$ cat src/rtl/seg_pkg.sv
// -----------------------------------------------------------------------------
// seg_pkg
// Shared definitions for the 7-segment scan controller: scan FSM states, the
// "all digits off" enable pattern, digit count, BCD nibble width and a helper
// that sizes counters from their divisors.
// -----------------------------------------------------------------------------
package seg_pkg;

  localparam int NUM_DIGITS = 4;
  localparam int BCD_W      = 4;

  // Common-anode enables are active-low, so all ones means every digit dark.
  localparam logic [NUM_DIGITS-1:0] DIGITS_OFF = '1;

  typedef enum logic {
    GUARD = 1'b0,
    DRIVE = 1'b1
  } scan_state_e;

  // Counter width for a divide-by-div counter; never narrower than one bit.
  function automatic int cnt_w(input int div);
    return (div > 1) ? $clog2(div) : 1;
  endfunction

endpackage

$ cat src/rtl/seg_scan_tick.sv
// -----------------------------------------------------------------------------
// seg_scan_tick
// Timebase for the scan controller: a slot counter that splits every digit
// slot into a guard part and a drive part, plus a frame counter that derives
// the blink phase.
//
// Ports:
//   clk           system clock
//   rst           synchronous reset, active-low
//   last_digit_i  the slot currently running belongs to the last digit
//   slot_end_o    last cycle of the current digit slot
//   guard_end_o   last cycle of the guard part of the current slot
//   frame_end_o   last cycle of the last digit's slot (frame boundary)
//   blink_phase_o 1 = blinking digits visible, 0 = blinking digits dark
// -----------------------------------------------------------------------------
module seg_scan_tick
  import seg_pkg::*;
#(
  parameter int unsigned REFRESH_DIV  = 50000,
  parameter int unsigned GUARD_CYCLES = 16,
  parameter int unsigned BLINK_DIV    = 25
) (
  input  logic clk,
  input  logic rst,
  input  logic last_digit_i,
  output logic slot_end_o,
  output logic guard_end_o,
  output logic frame_end_o,
  output logic blink_phase_o
);

  localparam int SLOT_W  = cnt_w(REFRESH_DIV);
  localparam int FRAME_W = cnt_w(BLINK_DIV);

  localparam logic [SLOT_W-1:0]  SLOT_LAST  = SLOT_W'(REFRESH_DIV - 1);
  localparam logic [SLOT_W-1:0]  GUARD_LAST = SLOT_W'(GUARD_CYCLES - 1);
  localparam logic [FRAME_W-1:0] FRAME_LAST = FRAME_W'(BLINK_DIV - 1);

  logic [SLOT_W-1:0]  slot_q, slot_d;
  logic [FRAME_W-1:0] frame_q, frame_d;
  logic               blink_q, blink_d;

  assign slot_end_o    = (slot_q == SLOT_LAST);
  assign guard_end_o   = (slot_q == GUARD_LAST);
  assign frame_end_o   = slot_end_o && last_digit_i;
  assign blink_phase_o = blink_q;

  // NOTE: every signal written here gets a default first, so no path through
  // the block leaves it unassigned and no latch is inferred.
  always_comb begin
    slot_d  = slot_end_o ? '0 : slot_q + 1'b1;
    frame_d = frame_q;
    blink_d = blink_q;
    if (frame_end_o) begin
      if (frame_q == FRAME_LAST) begin
        frame_d = '0;
        blink_d = ~blink_q;
      end else begin
        frame_d = frame_q + 1'b1;
      end
    end
  end

  // NOTE: state registers use non-blocking assignments so every flop samples
  // the pre-edge values, independent of statement order.
  always_ff @(posedge clk) begin
    if (!rst) begin
      slot_q  <= '0;
      frame_q <= '0;
      blink_q <= 1'b1;
    end else begin
      slot_q  <= slot_d;
      frame_q <= frame_d;
      blink_q <= blink_d;
    end
  end

endmodule

$ cat src/rtl/seg_scan_ctrl.sv
// -----------------------------------------------------------------------------
// seg_scan_ctrl
// Time-multiplexed scan controller sharing one BCD-to-7-segment decoder over
// four common-anode digits. A loaded BCD word is held in a shadow register
// and copied to the displayed (active) register only at frame boundaries, so
// a frame never shows a mix of old and new digits. Each digit slot starts with
// a dark guard interval before its enable is driven low.
//
// Ports:
//   clk          system clock
//   rst          synchronous reset, active-low
//   load         accept load_value this cycle (pulse or level)
//   load_value   four BCD nibbles, [3:0] = digit0 (rightmost)
//   blank_mask   bit i forces digit i dark (live)
//   blink_mask   bit i makes digit i blink (live)
//   load_pending an accepted value is waiting for the next frame boundary
//   seg_input    nibble for the shared decoder (currently selected digit)
//   digit_en     active-low digit enables, at most one low
//   frame_done   pulse on the last cycle of the last digit's slot
// -----------------------------------------------------------------------------
module seg_scan_ctrl
  import seg_pkg::*;
#(
  parameter int unsigned REFRESH_DIV  = 50000,
  parameter int unsigned GUARD_CYCLES = 16,
  parameter int unsigned BLINK_DIV    = 25
) (
  input  logic                          clk,
  input  logic                          rst,
  input  logic                          load,
  input  logic [NUM_DIGITS*BCD_W-1:0]   load_value,
  input  logic [NUM_DIGITS-1:0]         blank_mask,
  input  logic [NUM_DIGITS-1:0]         blink_mask,
  output logic                          load_pending,
  output logic [BCD_W-1:0]              seg_input,
  output logic [NUM_DIGITS-1:0]         digit_en,
  output logic                          frame_done
);

  localparam int IDX_W = cnt_w(NUM_DIGITS);
  localparam logic [IDX_W-1:0] IDX_LAST = IDX_W'(NUM_DIGITS - 1);

  scan_state_e                  state_q, state_d;
  logic [IDX_W-1:0]             idx_q, idx_d;
  logic [NUM_DIGITS*BCD_W-1:0]  shadow_q, shadow_d;
  logic [NUM_DIGITS*BCD_W-1:0]  active_q, active_d;
  logic                         pending_q, pending_d;
  logic [BCD_W-1:0]             seg_q, seg_d;

  logic slot_end, guard_end, frame_end, blink_phase;

  seg_scan_tick #(
    .REFRESH_DIV  (REFRESH_DIV),
    .GUARD_CYCLES (GUARD_CYCLES),
    .BLINK_DIV    (BLINK_DIV)
  ) u_tick (
    .clk           (clk),
    .rst           (rst),
    .last_digit_i  (idx_q == IDX_LAST),
    .slot_end_o    (slot_end),
    .guard_end_o   (guard_end),
    .frame_end_o   (frame_end),
    .blink_phase_o (blink_phase)
  );

  always_comb begin
    state_d   = state_q;
    idx_d     = idx_q;
    shadow_d  = shadow_q;
    active_d  = active_q;
    pending_d = pending_q;
    seg_d     = seg_q;
    digit_en  = DIGITS_OFF;

    // Last load in a frame wins; shadow is always written so that the
    // unconditional shadow->active copy at later boundaries keeps it.
    if (load) begin
      shadow_d  = load_value;
      pending_d = 1'b1;
    end
    if (frame_end) begin
      active_d  = load ? load_value : shadow_q;
      pending_d = 1'b0;
    end

    case (state_q)
      GUARD: begin
        if (guard_end) state_d = DRIVE;
      end
      DRIVE: begin
        // Blanking wins over blinking.
        if (!(blank_mask[idx_q] || (blink_mask[idx_q] && !blink_phase))) begin
          digit_en[idx_q] = 1'b0;
        end
        if (slot_end) begin
          state_d = GUARD;
          idx_d   = (idx_q == IDX_LAST) ? '0 : idx_q + 1'b1;
          // Nibble is taken from the post-boundary active word so the first
          // digit of a new frame already shows the new value.
          seg_d   = active_d[idx_d*BCD_W +: BCD_W];
        end
      end
      default: state_d = GUARD;
    endcase
  end

  always_ff @(posedge clk) begin
    if (!rst) begin
      state_q   <= GUARD;
      idx_q     <= '0;
      shadow_q  <= '0;
      active_q  <= '0;
      pending_q <= 1'b0;
      seg_q     <= '0;
    end else begin
      state_q   <= state_d;
      idx_q     <= idx_d;
      shadow_q  <= shadow_d;
      active_q  <= active_d;
      pending_q <= pending_d;
      seg_q     <= seg_d;
    end
  end

  assign load_pending = pending_q;
  assign seg_input    = seg_q;
  assign frame_done   = frame_end;

endmodule
$ cat config.mk
export PLATFORM = sky130hd
export DESIGN_NAME = seg_scan_ctrl
export DESIGN_NICKNAME = d
export VERILOG_FILES = /design/src/rtl/seg_pkg.sv /design/src/rtl/seg_scan_tick.sv /design/src/rtl/seg_scan_ctrl.sv
export SDC_FILE = /design/constraint.sdc
export NUM_CORES = 1
export LEC_CHECK = 0
export CAP_MARGIN = 20
export CELL_PAD_IN_SITES_DETAIL_PLACEMENT = 2
export CELL_PAD_IN_SITES_GLOBAL_PLACEMENT = 2
export CORE_ASPECT_RATIO = 1.75
export CORE_MARGIN = 4
export CORE_UTILIZATION = 37
export DETAILED_ROUTE_END_ITERATION = 10
export PLACE_DENSITY = 0.91
export SLEW_MARGIN = 30
export SYNTH_ARGS = -nofsm -noshare
export SYNTH_HDL_FRONTEND = slang
export SYNTH_HIERARCHICAL = 1
export SYNTH_SLANG_ARGS = --single-unit
$ cat constraint.sdc
create_clock -name clk -period 4.5 [get_ports clk]
set_input_delay 0.675 -clock clk [delete_from_list [all_inputs] [get_ports clk]]
set_output_delay 0.675 -clock clk [all_outputs]
set_load 0.03 [all_outputs]
# --- After elaboration in Yosys (flattened, before gate mapping) ---
# Index checks and enable logic that the tools add are counted.
totals:
  reg_bits: 62
  input_bits: 27
  out_inout_bits: 10
  elab_cells: 47
op_classes:
  n_addsub: 3
  magnitude_cmp: 2
  eq_ne: 4
  shift: 1
  mux: 15
  bitwise: 4
  reduce_logical: 9
op_table:
  columns: ["operator", "n"]
  rows:
  - ["two-way mux 16 bit", 2]
  - ["adder 16 x 1 -> 16 bit (second input constant)", 1]
  - ["== test 16 bit (second input constant)", 1]
  - ["== test 16 x 4 -> 1 bit (second input constant)", 1]
  - ["variable part select 16 x 5 -> 4 bit", 1]
  - ["two-way mux 4 bit", 2]
  - ["adder 5 x 1 -> 5 bit (second input constant)", 1]
  - ["== test 5 bit (second input constant)", 1]
  - ["two-way mux 1 bit", 5]
  - ["two-way mux 5 bit", 1]
  - ["binary-select mux 1 bit (select 2 bit)", 2]
  - ["inverter 4 bit", 1]
  - ["AND reduction 2 bit", 2]
  - ["OR reduction 2 bit", 2]
  - ["logical AND 1 bit", 3]
  - ["< comparator 2 x 3 -> 1 bit (second input constant)", 1]
  - ["inverter 1 bit", 3]
  - ["adder 2 x 1 -> 2 bit (second input constant)", 1]
  - ["demux 1 bit (select 2 bit)", 1]
  - ["== test 2 bit (second input constant)", 1]
  - [">= comparator 2 x 1 -> 1 bit (second input constant)", 1]
  - ["two-way mux 2 bit", 1]
  - ["one-hot mux 1 bit (2 select lines)", 1]
  - ["zero test 1 bit", 1]
  - ["logical OR 1 bit", 1]

# --- Depth between registers and ports, before layout ---
# Gate-level depths: netlist (run 1).
depth:
  depth_word: 7
  ltp_mapped: 11
  ltp_nobuf: 8

# --- Cells and area by module ---
# Netlist (run 1), hierarchy kept.
by_module_without_submodules:
  columns: ["mod", "n_inst", "cells_per_inst", "area_per_inst_um2", "seq_area_each_um2"]
  rows:
  - ["seg_scan_ctrl", 1, 181, 1799.2, 800.8]
  - ["seg_scan_tick", 1, 130, 1144.8, 440.4]

# --- Least setup slack after synthesis (run 1) ---
# Ideal clock, no wire load.
synth_path:
  path_kind: "register to register"
  from: "register idx_q[0]"
  to: "register seg_q[3] (netlist: seg_input[3])"
  setup_ps: 73
  t_arrival_ps: 2323
  required_time_ps: 4427
  setup_slack_ps: 2104
  stages_incl_launch_ff: 11
  n_path_buf: 2
  period_less_slack_ps: 2396
  cell_sequence: "dfxtp_1 > ha_1 > and4_1 > nand4_1 > buf_2 > inv_1 > buf_4 > or3b_4 > o22ai_2 > a211oi_2 > nor3_2"
synth_via:
  elab_chain_cells: 4
  elab_cells_between_ends: 6
  classes_between: "add/sub: 1; eq/ne: 1; shift: 1; mux: 2; reduce/logical: 1"
synth_rtl:
  columns: ["item", "line", "source"]
  rows:
  - ["from (decl)", "seg_scan_ctrl.sv:44", "logic [IDX_W-1:0] idx_q, idx_d;"]
  - ["from (signal assigned)", "seg_scan_ctrl.sv:117", "idx_q <= idx_d;"]
  - ["== test 2 bit", "seg_scan_ctrl.sv:59", ".last_digit_i (idx_q == IDX_LAST),"]
  - ["logical AND 1 bit", "seg_scan_tick.sv:45", "assign frame_end_o = slot_end_o && last_digit_i;"]
  - ["via frame_done", "seg_scan_ctrl.sv:37", "output logic frame_done"]
  - ["two-way mux 16 bit", "seg_scan_ctrl.sv:81", "if (frame_end) begin"]
  - ["variable part select 16 x 5 -> 4 bit", "seg_scan_ctrl.sv:100", "seg_d = active_d[idx_d*BCD_W +: BCD_W];"]
  - ["to (signal assigned)", "seg_scan_ctrl.sv:121", "seg_q <= seg_d;"]
  - ["to (decl)", "seg_scan_ctrl.sv:48", "logic [BCD_W-1:0] seg_q, seg_d;"]
# The timed path passes the listed nets, and every way through them passes these cells.
# A chain may end at the register's enable or synchronous reset.

# --- Worst setup path after layout (run 1) ---
layout_path:
  from: "input blink_mask[1]"
  to: "output digit_en[2]"
layout_via:
  elab_chain_cells: 6
layout_rtl:
  columns: ["item", "line", "source"]
  rows:
  - ["from (decl)", "seg_scan_ctrl.sv:33", "input logic [NUM_DIGITS-1:0] blink_mask,"]
  - ["binary-select mux 1 bit (select 2 bit)", "seg_scan_ctrl.sv:92", "if (!(blank_mask[idx_q] || (blink_mask[idx_q] && !blink_phase))) begin"]
  - ["two-way mux 1 bit (not written as such)", "seg_scan_ctrl.sv:92", null]
  - ["logical AND 1 bit", "seg_scan_ctrl.sv:92", null]
  - ["logical OR 1 bit", "seg_scan_ctrl.sv:92", null]
  - ["two-way mux 4 bit", "seg_scan_ctrl.sv:92", null]
  - ["two-way mux 4 bit", "seg_scan_ctrl.sv:86", "case (state_q)"]
  - ["to (decl)", "seg_scan_ctrl.sv:36", "output logic [NUM_DIGITS-1:0] digit_en,"]
# No other way between the ends. The select of a mux whose other input is x is not followed.

==> out/qor.csv, run 1 <==
metric;value;unit
Final Max Tran Viols;0;
CTS sink count;62;
I/O pin total;37;
largest area contributor in the netlist;dfxtp_1;
number of detailed-route iterations in the first pass;4;
number of buffers created by CTS;9;
PortBufs;36;
sequential share of the synthesized area;42.2;%
Sw Ratio;20.4;%
main combinational cell family by area after synthesis;simple AND/OR/NAND/NOR gates;
Final nets;378;
# diodes;0;
Synth Instances;311;
final period utilization;77.4;%
Leak Pwr;0.00142;uW
layout cells sized above 1;9.74;%
GRT overflow;0;
Final min period;3.48;ns
hpwl dp;6060;um
largest net degree at the start of global routing;36;
post-synthesis xor/xnor area fraction;3.57;%
final clock skew;0.00712;ns
adder-cell share of the synthesized area;2.97;%
RSZ-0062 raised after global routing;false;
Least-Margin Pin Slew;0.897;ns
Site Rows;42;
DR iter-0 viols;82;
routed wire length;8590;um
drt wl/cell;19.6;um
mean cell area of the mapped netlist;9.47;sq um
Synth Area in Compound Gates;13.0;%
Setup Fix Bufs, Post-CTS;0;
largest cells by area after synthesis;dfxtp_1 (42%), mux2i_1 (6.5%), nor2b_1 (3.2%), o211a_1 (3.1%), nor2_1 (3.1%);
Startpoint Class;input port;
Max Cap Viol;0;
vias in the first global route;2739;
Root Buffer Master;clkbuf_16;
CTS tree;done;
clock slew at reported path FFs;0.05;ns
Cell Count, Final, Fillers Out;437;
reg-to-reg slack, setup;1.36;ns
post-synth top area share;42.2;%
Clock Power Share;53.2;%
Die ar.;9500;sq um
Hold WC Path Type;reg2reg;
vias post-DR;2457;
net switching power figure;278;uW
Final ANT Viol Nets;0;
GR Util All Layers;19.7;%
Initial Utilization;38.4;%
final hold violations;0;
Post-CTS Hold Buffers;0;
async set or reset register ratio after synthesis;0;%
Netlist Area Pre-Place;2940;sq um
fmax;287;MHz
Final Wtd Congestion;0.811;
Post-synth EDFFs;0;
initial antenna violation count;0;
Core Region;7670;sq um
clk_lat worst skew;0.33;ns
Comb pwr share;5.3;%
Setup TNS;0;ns
status;finished clean;
Pint;1090;uW
multiplexer area fraction after synthesis;8.12;%
Worst Path Required;3.83;ns
post-synthesis cell type count;51;
Crit Path Category;in2out;
first-pass GRT wire length;13900;um
Placed Cells incl. Taps;421;
DRC viols;0;
Seq cells post-synth;62;
H-tree depth;3;
Post-synth top flop;dfxtp_1;
Area growth syn-to-layout;23.6;%
drt via density;5.62;
VDD IR max;0.186;mV
PostCTS Resize Cnt;0;
setup violators final;0;
syn_nets;345;
Die W;75.4;um
power per cell area;375;nW/um^2
Worst EP arrival;2.81;ns
CP max FO;4;
Max-slew headroom;40.0;%
Syn. warnings;6;
die height;126;um
Synth Area in Simple Gates;24.9;%
share of power burned in registers;41.5;%
Clock Path Buffers;2;
crit path capture type;output pin;
-- flip-flops by register name, indices dropped and copies added (netlist names) --
register	flops
shadow_q	16
u_tick/slot_q	16
state_q	1
seg_input	4
idx_q	2
active_q	16
load_pending	1
u_tick/blink_phase_o	1
u_tick/frame_q	5
-- placed cells by master (no fill, tap or decap), types with 3 or more instances in the layout --
cell,instances
dfxtp_1,62
clkdlybuf4s50_1,35
nor2_1,24
mux2i_1,19
nor2b_1,15
nand3_1,15
nand2_1,14
inv_1,13
nor3_1,11
and2_1,11
a21oi_1,9
o211a_1,9
clkbuf_16,9
o21ai_0,8
xnor2_1,8
and2b_1,7
ha_1,7
o22ai_1,6
nor4_1,6
or3_1,5
clkbuf_8,4
nand4_1,4
xor2_1,4
mux2_2,3
a211oi_1,3
-- cells in the mapped netlist (2+ instances only) --
library cell / count
clkbuf_1: 5
and2_1: 11
nand2_1: 14
or3_1: 5
or4_1: 2
o22ai_1: 6
and4bb_1: 2
nor4_1: 6
buf_4: 2
ha_1: 7
xor2_1: 4
o21ai_1: 2
nand3_1: 15
nor2_1: 24
and2b_1: 7
o31ai_1: 2
buf_6: 2
xnor2_1: 8
nand4_1: 4
o211a_1: 9
or2_1: 2
buf_2: 6
nor2b_1: 15
a211oi_1: 3
inv_1: 13
mux2_2: 3
o21ai_0: 8
nand3_2: 2
a21oi_1: 9
nor3_1: 11
dfxtp_1: 62
o311a_1: 2
a21boi_1: 2
mux2i_1: 19
-- cell families (layout without fill, tap and decap cells) --
group | Yosys count | in the layout
AO/OA/AOI/OAI | 50 | 50
AND/OR/NAND/NOR | 128 | 128
multiplexers | 23 | 23
adder cells (fa/ha/maj) | 7 | 7
buffers and inverters | 29 | 67
flip-flops | 62 | 62
XOR/XNOR | 12 | 12
-- power groups by stage --
stage | Combinational (uW) | Clock, uW | Sequential, uW
after floorplan | 39.4 | 0 | 578
after global placement | 70.1 | 0 | 577
after detailed placement | 73.9 | 0 | 578
after CTS | 75.0 | 741 | 567
after global routing | 79.7 | 767 | 567
final | 72.5 | 725 | 567
-- worst paths after layout --
path                 start      endpoint  cells after the start
min reg2reg    active_q[4]   active_q[4]                      1
max reg2reg       idx_q[0]  seg_input[2]                      9
min            active_q[4]   active_q[4]                      1
max          blink_mask[1]   digit_en[2]                      6
-- area by class of cell --
type                            count  area, sq um
Clock buffer                       13          280
Clock inverter                      3         40.0
Fill cell                         823         4030
Inverter                           13         48.8
Multi-Input combinational cell    220         1550
Sequential cell                    62         1240
Tap cell                           88          110
Timing Repair Buffer               38          370
-- critical path, stage by stage --
cell	delay (ns)
clkdlybuf4s50_1	0.41
nor2b_1	0.13
o31ai_1	0.45
o32a_1	0.40
nand3_1	0.13
clkdlybuf4s50_1	0.62
-- per-layer routing --
metal / GRT usage, % / vias to the layer above / wire [um] / share of wire, %
met5: 0 / - / 0 / 0
met4: 10.5 / 0 / 303 / 3.5
met3: 3.83 / 19 / 316 / 3.7
met2: 35.4 / 56 / 4650 / 54
met1: 20.6 / 1224 / 3310 / 39
li1: - / 1158 / - / -
-- per-stage QoR --
step                worst slack, ns  power (uW)  utilization (%)  hold WS, ns  area (sq um)
detailed placement             1.12         652             43.3        0.468          3320
global route                  0.855        1410             47.4        0.499          3640
global placement               1.16         647             43.3        0.457          3320
finish                         1.02        1360             47.4        0.471          3640
CTS                            1.02        1380             47.5        0.477          3640
floorplan                      2.10         617                -        0.441          2940
Note: power is estimated with default switching activity, not from simulation.
==> inputs of run 2 (changes only) <==
Settings changed: CORE_UTILIZATION 37 to 31, PLACE_DENSITY 0.91 to 0.82.
Clock period 4.5 ns to 3.2 ns, I/O delays scaled along.
==> run 2 against run 1 <==
  * Highest routed layer unchanged
  * Largest cell class unchanged
  * Non-clock buffer count is 5 higher
  * Via count is 0.53% lower
  * Worst hold slack better by 0.0057 ns
  * Critical endpoint is now seg_input[0]
==> out/qor.csv, run 2 (synthesis gave the netlist of run 1 again) <==
metric;value;unit;change
Die ar.;11200;sq um;+18%
I/O pin total;37;;unchanged
Cell Count, Final, Fillers Out;473;;+8.2%
area taken by multi-input logic gates;1550;sq um;unchanged
Worst Path Required;3.41;ns;-0.42 ns
Die W;81.7;um;+8.3%
Core Region;9150;sq um;+19%
Hold Path Origin;active_q[4];;
clock slew at reported path FFs;0.05;ns;about the same
largest stage delay on the critical path;0.46;ns;-0.16 ns
# diodes;0;;unchanged
# fillers;979;;+19%
power per cell area;505;nW/um^2;+35%
crit path capture type;flip-flop;;
status;finished clean;;
Cell Chain, Critical Path;ha_1 > nor4b_4 > nand2_2 > nor4_1 > and2_1 > nand3_1 > o22ai_1 > nor3_1;;
CTS sink count;62;;unchanged
Final Max Tran Viols;0;;unchanged
PortBufs;36;;unchanged
Worst Setup SP;u_tick/slot_q[0];;
Startpoint Class;flip-flop;;
layout cells sized above 1;10.5;%;+0.74 points
CP max FO;8;;+4
Max Cap Viol;0;;unchanged
Max-slew headroom;37.8;%;-2.2 points
drt wl/cell;18.0;um;-8.5%
GRT overflow;0;;unchanged
Final nets;383;;+1.3%
biggest regs;active_q x16, shadow_q x16, u_tick/slot_q x16;;
Leak Pwr;0.00143;uW;+0.40%
RSZ-0062 raised after global routing;false;;
Critical R2R Launch;u_tick/slot_q[0];;
H-tree depth;3;;unchanged
Setup TNS;0;ns;unchanged
DR iter-0 viols;50;;-39%
final clock skew;0.00648;ns;-0.000645 ns
Placed Cells incl. Taps;458;;+8.8%
clk_lat worst skew;0.33;ns;about the same
most frequent cells in the layout;dfxtp_1 (62), clkdlybuf4s50_1 (35), nor2_1 (24);;
DRC viols;0;;unchanged
commonest non-fill, non-tap cell in the layout;dfxtp_1;;
Hold WC Path Type;reg2reg;;
Site Rows;46;;+9.5%
number of detailed-route iterations in the first pass;4;;unchanged
Final Wtd Congestion;0.823;;+1.5%
first-pass GRT wire length;14100;um;+1.2%
drt via density;5.17;;-8.1%
Clock Path Buffers;2;;unchanged
GR Util All Layers;16.9;%;-2.9 points
Worst EP arrival;3.10;ns;+0.29 ns
die height;137;um;+8.7%
vias post-DR;2444;;-0.53%
Least-Margin Pin Slew;0.930;ns;+0.0326 ns
Post-CTS Hold Buffers;0;;unchanged
slowest CP cell;nor4_1;;
PostCTS Resize Cnt;0;;unchanged
Setup Fix Bufs, Post-CTS;0;;unchanged
vias in the first global route;2798;;+2.2%
CTS tree;done;;
Final min period;2.89;ns;
setup violators final;0;;unchanged
Root Buffer Master;clkbuf_16;;
final hold violations;0;;unchanged
initial antenna violation count;0;;unchanged
fmax;346;MHz;
hpwl dp;5980;um;-1.3%
largest net degree at the start of global routing;19;;-47%
routed wire length;8500;um;-0.99%
Initial Utilization;32.2;%;-6.2 points
register area;1240;sq um;unchanged
final period utilization;90.3;%;
VDD IR max;0.285;mV;+54%
Area growth syn-to-layout;25.3;%;
Crit Path Category;reg2reg;;
Final ANT Viol Nets;0;;unchanged
number of buffers created by CTS;9;;unchanged
run 2: changes by cell type in the layout (fill, tap and decap cells not counted), sizes merged:
| cell | before | now |
|---|---|---|
| clkbuf | 13 | 11 |
| clkinvlp | 0 | 1 |
| buf | 3 | 8 |
run 2: cell type report:
type                            count  share of cell area (%)
Tap cell                          120                    4.07
Sequential cell                    62                    33.6
Timing Repair Buffer               43                    11.1
Clock inverter                      4                    1.29
Multi-Input combinational cell    220                    42.0
Inverter                           13                    1.32
Clock buffer                       11                    6.58
run 2: path summary, 6_finish.rpt:
| path | cells past startpoint | to | slack (ns) |
|---|---|---|---|
| hold / removal | 1 | active_q[4] | 0.48 |
| setup / recovery | 8 | seg_input[0] | 0.31 |
| hold reg to reg | 1 | active_q[4] | 0.48 |
| setup reg to reg | 8 | seg_input[0] | 0.31 |
run 2: metrics by stage:
stage	util [%]	area [sq um]	hold WS [ns]	power [uW]	setup WS, ns
floorplan	-	2940	0.441	868	0.804
global placement	37.1	3400	0.455	915	0.376
finish	40.3	3690	0.477	1860	0.309
detailed placement	37.1	3400	0.468	921	0.371
CTS	40.3	3690	0.481	1890	0.265
global route	40.3	3690	0.492	1930	0.185
run 2: where the power goes:
group | internal [uW] | leakage [uW] | switching, uW
logic | 58.0 | 0.000780 | 48.5
clock network | 616 | 0.000141 | 344
registers | 789 | 0.000503 | 8.42
total | 1460 | 0.00143 | 401
run 2: routing by layer:
layer	share of wire [%]	vias to the layer above	wire, um	global-route usage, %
met5	0	-	0	0
met4	2.2	0	187	6.75
met3	3.7	19	316	4.28
met2	57	55	4820	31.5
met1	37	1210	3180	17.3
li1	-	1160	-	-
run 2: worst max-delay path: cells and delay by family (launching register included):
| kind | cells | cell delay, ns |
|---|---|---|
| compound gates | 1 | 0.25 |
| fa+ha+maj | 1 | 0.32 |
| flops | 1 | 0.41 |
| simple gates | 6 | 1.79 |
==> inputs of run 3 (changes only) <==
Settings changed: CELL_PAD_IN_SITES_DETAIL_PLACEMENT 2 to 1.
==> run 3 against run 2 <==
  * Register-to-register slack better by 0.16 ns
  * Core utilization is 0.49 points higher
  * Critical path depth is 2 lower
  * Non-clock buffer count stayed put
  * Global-route usage is 2.5 points lower
  * Clock power is 12% higher
  * First-iteration DRC count is 30% higher
  * Count of clock-buffer cells in the layout is 2 higher
  * Via count is 2.3% lower
  * Sequential share of layout area is 0.41 points lower
  * Sequential power hardly changed
  * Cell count is 0.21% higher
  * Largest power group unchanged
==> out/qor.csv, run 3 (synthesis gave the netlist of run 1 again) <==
metric;value;unit;change
slowest CP cell;clkdlybuf4s50_1;;
final hold violations;0;;unchanged
register area;1240;sq um;unchanged
Final nets;383;;unchanged
WP buf/inv;2;;+2
GRT overflow;0;;unchanged
reg-to-reg slack, setup;0.47;ns;+0.16 ns
# diodes;0;;unchanged
Final min period;2.85;ns;-0.0424 ns
CP max FO;4;;-4
Area growth syn-to-layout;26.8;%;
Die ar.;11200;sq um;unchanged
Hold Path End;active_q[5];;
first-pass GRT wire length;12100;um;-14%
GR Util All Layers;14.4;%;-2.5 points
vias in the first global route;2560;;-8.5%
CP dominant cell by count;clkdlybuf4s50_1;;
Die W;81.7;um;unchanged
pre-CTS setup slack;0.402;ns;+0.0315 ns
# fillers;1037;;+5.9%
Reg2Reg Depth;8;;unchanged
setup violators final;0;;unchanged
vias post-DR;2389;;-2.3%
reg-to-reg endpoint;seg_input[1];;
Worst EP arrival;2.37;ns;-0.73 ns
hpwl dp;5440;um;-9.1%
Least-Margin Pin Slew;0.890;ns;-0.0401 ns
fmax;351;MHz;+1.5%
Startpoint Class;input port;;
Hold WC Path Type;reg2reg;;
CTS sink count;62;;unchanged
clock slew at reported path FFs;0.05;ns;about the same
Cell Chain, Critical Path;clkdlybuf4s50_1 > nor2b_1 > o31ai_1 > o32a_1 > nand3_1 > clkdlybuf4s50_1;;
Initial Utilization;32.2;%;unchanged
CTS tree;done;;
Post-CTS Hold Buffers;0;;unchanged
Final Max Tran Viols;0;;unchanged
number of detailed-route iterations in the first pass;4;;unchanged
Core Region;9150;sq um;unchanged
Leak Pwr;0.00145;uW;+1.7%
most frequent cells in the layout;dfxtp_1 (62), clkdlybuf4s50_1 (35), nor2_1 (24);;
Final Wtd Congestion;0.823;;unchanged
initial antenna violation count;0;;unchanged
DR iter-0 viols;65;;+30%
critical path's top delay family;buffers and inverters;;
Root Buffer Master;clkbuf_16;;
Final ANT Viol Nets;0;;unchanged
final period utilization;89.0;%;-1.3 points
Clock Path Buffers;2;;unchanged
Hold Path Origin;active_q[5];;
layout cells sized above 1;10.7;%;+0.25 points
Hold WS;0.478;ns;+0.000887 ns
H-tree depth;3;;unchanged
drt wl/cell;15.4;um;-14%
PostCTS Resize Cnt;0;;unchanged
Worst Path Required;2.72;ns;-0.69 ns
PortBufs;36;;unchanged
crit path capture type;output pin;;
commonest non-fill, non-tap cell in the layout;dfxtp_1;;
status;finished clean;;
Site Rows;46;;unchanged
number of buffers created by CTS;9;;unchanged
power per cell area;531;nW/um^2;+5.1%
die height;137;um;unchanged
largest stage delay on the critical path;0.61;ns;+0.15 ns
PnR worst setup slack;0.352;ns;+0.0424 ns
RSZ-0062 raised after global routing;false;;
Crit Path Category;in2out;;
largest net degree at the start of global routing;19;;unchanged
Critical R2R Launch;u_tick/slot_q[0];;
final clock skew;0.00463;ns;-0.00185 ns
Setup Fix Bufs, Post-CTS;0;;unchanged
biggest regs;active_q x16, shadow_q x16, u_tick/slot_q x16;;
area taken by multi-input logic gates;1550;sq um;unchanged
Max-slew headroom;40.5;%;+2.7 points
clk_lat worst skew;0.33;ns;about the same
routed wire length;7300;um;-14%
Setup TNS;0;ns;unchanged
I/O pin total;37;;unchanged
VDD IR max;0.316;mV;+11%
drt via density;5.04;;-2.5%
Max Cap Viol;0;;unchanged
DRC viols;0;;unchanged
Hold Path Depth;1;;unchanged
## run 3: cell types whose count changed in the layout (fill, tap and decap cells not counted)
cell / previous run / this run
bufinv_16: 1 / 2
clkbuf_8: 1 / 3
clkinvlp_4: 1 / 0
clkinv_2: 2 / 1
## run 3: routing by layer
metal  share of wire (%)  track usage (%)  vias to the layer above  routed length, um
li1                    -                -                     1168                  -
met1                  39             14.3                     1157               2880
met2                  54             26.2                       49               3910
met3                 3.6             3.89                       15                261
met4                 3.4             7.67                        0                245
met5                   0                0                        -                  0
## run 3: how the worst max path moves through the flow
stage	depth (start not counted)	slack, ns	start	endpoint
final	6	0.35	blink_mask[1]	digit_en[0]
after global routing	8	0.24	u_tick/slot_q[0]	seg_input[3]
after CTS	6	0.32	blink_mask[1]	digit_en[2]
after detailed placement	6	0.40	blink_mask[1]	digit_en[2]
after global placement	6	0.38	blink_mask[1]	digit_en[0]
after floorplan	10	0.80	idx_q[0]	seg_input[3]
## run 3: report_power, final
| part | internal, uW | leakage (uW) | switching, uW |
|---|---|---|---|
| logic | 57.9 | 0.000780 | 45.9 |
| clock network | 744 | 0.000166 | 338 |
| registers | 789 | 0.000503 | 8.44 |
## run 3: area by class of cell
class	instances	area share, %
multi-input cells	220	41.5
flip-flops and latches	62	33.2
repair buffers	43	11.0
clock buffers	13	7.24
well taps	120	4.02
clock inverters	3	1.74
inverters	13	1.31
## run 3: metrics by stage
stage / utilization, % / total power (uW) / cell area, sq um / instances
floorplan: - / 868 / 2940 / 311
global placement: 37.1 / 915 / 3400 / 458
detailed placement: 37.1 / 920 / 3400 / 458
CTS: 40.8 / 2010 / 3730 / 474
global route: 40.8 / 2060 / 3730 / 474
finish: 40.8 / 1980 / 3730 / 474
